==> config.mk <==
export PLATFORM = sky130hd
export DESIGN_NAME = uart_receiver_bit
export DESIGN_NICKNAME = d
export VERILOG_FILES = /design/src/rtl/uart_pkg.sv /design/src/rtl/uart_receiver_bit_sync_2ff.sv /design/src/rtl/uart_receiver_bit.sv
export SDC_FILE = /design/constraint.sdc
export NUM_CORES = 1
export LEC_CHECK = 0
export BUFFER_PORTS_ARGS = -buffer_cell sky130_fd_sc_hd__buf_2
export CELL_PAD_IN_SITES_DETAIL_PLACEMENT = 0
export CELL_PAD_IN_SITES_GLOBAL_PLACEMENT = 1
export CORE_ASPECT_RATIO = 1.5
export CORE_MARGIN = 4
export CORE_UTILIZATION = 50
export CTS_CLUSTER_SIZE = 30
export DETAILED_ROUTE_END_ITERATION = 10
export PLACE_DENSITY_LB_ADDON = 0.05
export SLEW_MARGIN = 30
export SYNTH_ARGS = -nofsm -noshare
export SYNTH_HDL_FRONTEND = slang
export SYNTH_SLANG_ARGS = --single-unit
==> constraint.sdc <==
create_clock -name clk -period 2.3 [get_ports clk]
set_input_delay 0.46 -clock clk [delete_from_list [all_inputs] [get_ports clk]]
set_output_delay 0.46 -clock clk [all_outputs]
set_load 0.1 [all_outputs]
==> src/rtl/uart_pkg.sv <==
// Shared types and defaults for the bit-stream UART receiver.
package uart_pkg;

  typedef enum logic [2:0] {
    IDLE  = 3'd0,
    START = 3'd1,
    DATA  = 3'd2,
    STOP  = 3'd3,
    BREAK = 3'd4
  } state_e;

  localparam int unsigned OVERSAMPLE_DEF = 16;
  localparam logic [7:0]  EOT_CHAR_DEF   = 8'h04;

endpackage

==> src/rtl/uart_receiver_bit_sync_2ff.sv <==
// Two-flop synchronizer for a single asynchronous input with a selectable reset level.
module sync_2ff #(
  parameter logic RESET_VAL = 1'b1
) (
  input  logic clk,
  input  logic rst_n,
  input  logic d,
  output logic q
);

  logic [1:0] sync_q;
  logic [1:0] sync_d;

  // Shift the raw input through the two stages.
  always_comb begin
    sync_d = {sync_q[0], d};
  end

  // Synchronizer stages.
  always_ff @(posedge clk or negedge rst_n) begin
    if (!rst_n) begin
      sync_q <= {2{RESET_VAL}};
    end else begin
      sync_q <= sync_d;
    end
  end

  assign q = sync_q[1];

endmodule

==> src/rtl/uart_receiver_bit.sv <==
// 8N1 UART receiver on oversampled baud ticks; reduces each good frame to its LSB
// and flags the end-of-transmission character on a separate strobe.
module uart_receiver_bit
  import uart_pkg::*;
#(
  parameter int unsigned OVERSAMPLE = OVERSAMPLE_DEF,
  parameter logic [7:0]  EOT_CHAR   = EOT_CHAR_DEF
) (
  input  logic clk,
  input  logic rst,
  input  logic baud_tick,
  input  logic rx,
  output logic bit_ready,
  output logic data_out,
  output logic eot
);

  localparam int unsigned CW = $clog2(OVERSAMPLE);
  localparam logic [CW-1:0] CNT_HALF = CW'(OVERSAMPLE / 2 - 1);
  localparam logic [CW-1:0] CNT_LAST = CW'(OVERSAMPLE - 1);

  logic          rxs;
  state_e        state_q, state_d;
  logic [CW-1:0] cnt_q, cnt_d;
  logic [2:0]    idx_q, idx_d;
  logic [7:0]    shreg_q, shreg_d;
  logic          bit_ready_q, bit_ready_d;
  logic          eot_q, eot_d;
  logic          data_q, data_d;

  sync_2ff #(
    .RESET_VAL (1'b1)
  ) u_sync (
    .clk   (clk),
    .rst_n (rst),
    .d     (rx),
    .q     (rxs)
  );

  // Next-state logic; nothing moves unless a baud tick is present.
  always_comb begin
    state_d     = state_q;
    cnt_d       = cnt_q;
    idx_d       = idx_q;
    shreg_d     = shreg_q;
    data_d      = data_q;
    bit_ready_d = 1'b0;
    eot_d       = 1'b0;
    if (baud_tick) begin
      case (state_q)
        IDLE: begin
          cnt_d = '0;
          if (!rxs) begin
            state_d = START;
          end else begin
            state_d = IDLE;
          end
        end
        START: begin
          if (cnt_q == CNT_HALF) begin
            cnt_d = '0;
            idx_d = 3'd0;
            // Still low at mid-start: a real start bit, otherwise a glitch.
            if (!rxs) begin
              state_d = DATA;
            end else begin
              state_d = IDLE;
            end
          end else begin
            cnt_d = cnt_q + CW'(1);
          end
        end
        DATA: begin
          if (cnt_q == CNT_LAST) begin
            cnt_d   = '0;
            shreg_d = {rxs, shreg_q[7:1]};
            idx_d   = idx_q + 3'd1;
            if (idx_q == 3'd7) begin
              state_d = STOP;
            end else begin
              state_d = DATA;
            end
          end else begin
            cnt_d = cnt_q + CW'(1);
          end
        end
        STOP: begin
          if (cnt_q == CNT_LAST) begin
            cnt_d = '0;
            if (rxs) begin
              state_d = IDLE;
              if (shreg_q == EOT_CHAR) begin
                eot_d = 1'b1;
              end else begin
                bit_ready_d = 1'b1;
                data_d      = shreg_q[0];
              end
            end else begin
              state_d = BREAK;
            end
          end else begin
            cnt_d = cnt_q + CW'(1);
          end
        end
        BREAK: begin
          // Wait for the line to return high so a held-low line is not a new start.
          cnt_d = '0;
          if (rxs) begin
            state_d = IDLE;
          end else begin
            state_d = BREAK;
          end
        end
        default: begin
          state_d = IDLE;
          cnt_d   = '0;
        end
      endcase
    end else begin
      state_d = state_q;
    end
  end

  // FSM, counters, shift register and output registers.
  always_ff @(posedge clk or negedge rst) begin
    if (!rst) begin
      state_q     <= IDLE;
      cnt_q       <= '0;
      idx_q       <= 3'd0;
      shreg_q     <= 8'h00;
      data_q      <= 1'b0;
      bit_ready_q <= 1'b0;
      eot_q       <= 1'b0;
    end else begin
      state_q     <= state_d;
      cnt_q       <= cnt_d;
      idx_q       <= idx_d;
      shreg_q     <= shreg_d;
      data_q      <= data_d;
      bit_ready_q <= bit_ready_d;
      eot_q       <= eot_d;
    end
  end

  assign bit_ready = bit_ready_q;
  assign data_out  = data_q;
  assign eot       = eot_q;

endmodule

==> out/results.txt <==
Max-Cap Viols: 0
Top Layer Used: met4
Final nets: 114
GRT Resource Usage Total: 15.9%
Slew Limit Fails: 0
Vias/cell: 5.88
Drt first-iter violations: 23
Post-Syn Area per Cell: 11.4 µm²
Row cnt: 20
Critical Path Fanout Max: 11
Dpl cell area: 1170 µm²
Worst skew pair latency: 320 ps
Worst-Margin Slew: 512 ps
Synth unique cells: 34
Setup bufs post-CTS: 0
Status: completed
RSZ-0062 raised after global routing: no
# hold bufs at CTS: 0
Design area: 1200 µm²
Gp weighted congestion: 0.755
CORE AREA: 2100 µm²
Tcrit/Tclk final: 68.6%
Clock Sink Count: 23
Ant diodes: 0
Required time worst endpoint: 2520 ps
Layout Area Growth over Synthesis: 4.93%
Power density cells: 1220 nW/µm²
Initial antenna violation count: 0
Min setup slack post-route: 723 ps
Die Ht: 66.5 µm
DRT Pass-1 Iters: 4
Synthesized Nets: 107
Ys Warns: 0
Placement Setup Slack: 685 ps
Cells after Synth: 100
Crit end category: register
Total power: 1.46 mW
Final Setup Violations: 0
Filler cells: 201
Rel. slew slack: 65.8%
Dpl cells: 124
Worst R2R Path Depth: 3
Arrival time at the worst endpoint: 1800 ps
Initial core utilization: 54.3%
Startpoint Class: register
Vias in the first global route: 769
Aggregate global routing overflow: 0
Post-Layout Cell Count: 128
Number of buffers created by CTS: 3
Pin count of the biggest net entering global routing: 24
FMAX: 0.634 GHz
Setup Skew: 2.62 ps
FF+latch area: 578 µm²
Multi-input gate area: 509 µm²
Synthesized area: 1140 µm²
Die ar.: 3130 µm²
Clk buf depth: 2
Final Critical Period: 1580 ps
Post-Route M1 WL: 864 µm
Post-synth top area share: 46.1%
Post-synth top area cell: dfrtp_1
Worst r2r src: state_q[2]$_DFFE_PN0P_
Routed via count: 753
Global-route wire length before repair: 3480 µm
Seq cells post-synth: 23
Setup crit start: state_q[2]$_DFFE_PN0P_
PortBufs: 6
FF-to-FF setup slack: 720 ps
Critical path class: reg -> reg
Routed len/inst: 15.1 µm
R2R Path End: shreg_q[1]$_DFFE_PN0P_
Crit path to: shreg_q[1]$_DFFE_PN0P_
CTS H-Tree Depth: 1
Min-Delay Path Class: in -> async
Seq/Total Area, Yosys: 50.7%
Post-cts gate resize count: 0
Reg clk slew, reported paths: 130 ps
Sum Neg Setup Slack: 0 ps
Routed met3 length: 60 µm
CTS root buffer: clkbuf_4
Synth area leaders: dfrtp_1, mux2_2, dfstp_2
HPWL after detailed placement: 1380 µm
Io pins: 7
Routed WL: 1930 µm
Die Width: 47.0 µm
CTS tree: done
Leakage: 0.531 nW
DRC: 0
Met2 WL: 962 µm
Final hold violation count: 0
Share of post-route cells with drive strength above 1: 25.5%
Antenna-violating nets left: 0
Max VDD drop: 0.487 mV
## per-layer routing
layer	GRT usage [%]	vias up
met5	0	-
met4	8.30	0
met3	2.43	4
met2	25.5	13
met1	19.8	362
li1	-	374
## per-stage QoR
stage	hold WS [ps]	utilization, %
2_1_floorplan	164	-
3_5_place_dp	348	55.5
3_3_place_gp	346	55.5
5_1_grt	100	57.0
4_1_cts	94.0	57.0
6_report	90.3	57.0
## layout make-up
| cell class | count | area share, % |
|---|---|---|
| sequential | 23 | 48.3 |
| multi-input combinational | 67 | 42.5 |
| timing repair buffer | 6 | 2.51 |
| tap | 22 | 2.30 |
| clock buffer | 3 | 1.88 |
| inverter | 6 | 1.88 |
| clock inverter | 1 | 0.627 |
## registers in the layout, indices dropped and copies added, names as in the netlist
register / count
state_q: 3
bit_ready: 1
shreg_q: 8
data_out: 1
eot: 1
idx_q: 3
u_sync.sync_q: 2
cnt_q: 4
## worst min path at each step
stage / cells past startpoint / startpoint / endpoint
global placement: 0 / u_sync.sync_q[0]$_DFF_PN1_ / u_sync.sync_q[1]$_DFF_PN1_
finish: 1 / rst / shreg_q[0]$_DFFE_PN0P_
global route: 1 / rst / shreg_q[0]$_DFFE_PN0P_
floorplan: 0 / rst / bit_ready$_DFF_PN0_
CTS: 1 / rst / shreg_q[0]$_DFFE_PN0P_
detailed placement: 0 / u_sync.sync_q[0]$_DFF_PN1_ / u_sync.sync_q[1]$_DFF_PN1_
## cell usage in the layout (no fill, tap or decap), types with 2 or more instances in the layout
cell      instances
dfstp_2           2
a31oi_1           2
o21ai_0           7
nor2_1            5
a21oi_1           4
a22o_2            2
buf_2             6
nand2_1           8
clkbuf_4          3
ha_1              3
nand3_1           3
a22o_1            5
inv_1             6
nor2_4            2
dfrtp_1          21
nor3_1            2
mux2_2            8
## report_power, final
part	total (mW)	leakage (nW)	internal [mW]	switching (mW)
sequential	0.698	0.276	0.533	0.165
combinational	0.571	0.241	0.276	0.295
clock	0.194	0.0139	0.0665	0.128
total	1.46	0.531	0.876	0.587
## worst max-delay path: stages, from the launching register on
cell	delay [ps]
dfrtp_1	520
nand4bb_4	350
nor2_4	250
mux2_2	360
## cell families after synthesis
family | count (synthesis) | synth area share, %
muxes | 9 | 8.77
xor gates and xnor gates | 1 | 0.768
DFF | 23 | 50.7
buffers and inverters | 10 | 4.71
adders and majority gates | 3 | 3.29
AOI/OAI and AO/OA | 26 | 15.8
and+or+nand+nor | 28 | 16.0
## cells in the mapped netlist
cell,number
and4b_2,1
buf_4,1
a41oi_1,1
nor4b_1,1
a22o_2,2
dfstp_2,2
ha_1,3
nand4bb_4,1
nand2_1,8
xor2_1,1
o21ai_0,7
a31oi_1,2
clkbuf_8,1
a32oi_1,1
nor3_1,2
o22ai_1,1
o32ai_1,1
a21o_1,1
nor2_1,5
nor2_4,2
nor2b_4,1
or2_1,1
and3_1,1
nand2b_1,1
mux2i_1,1
a22o_1,5
o2bb2ai_1,1
nor4_1,1
mux2_2,8
dfrtp_1,21
buf_2,2
nand3_1,3
a21oi_1,4
inv_1,6
(Power assumes the default switching activity.)
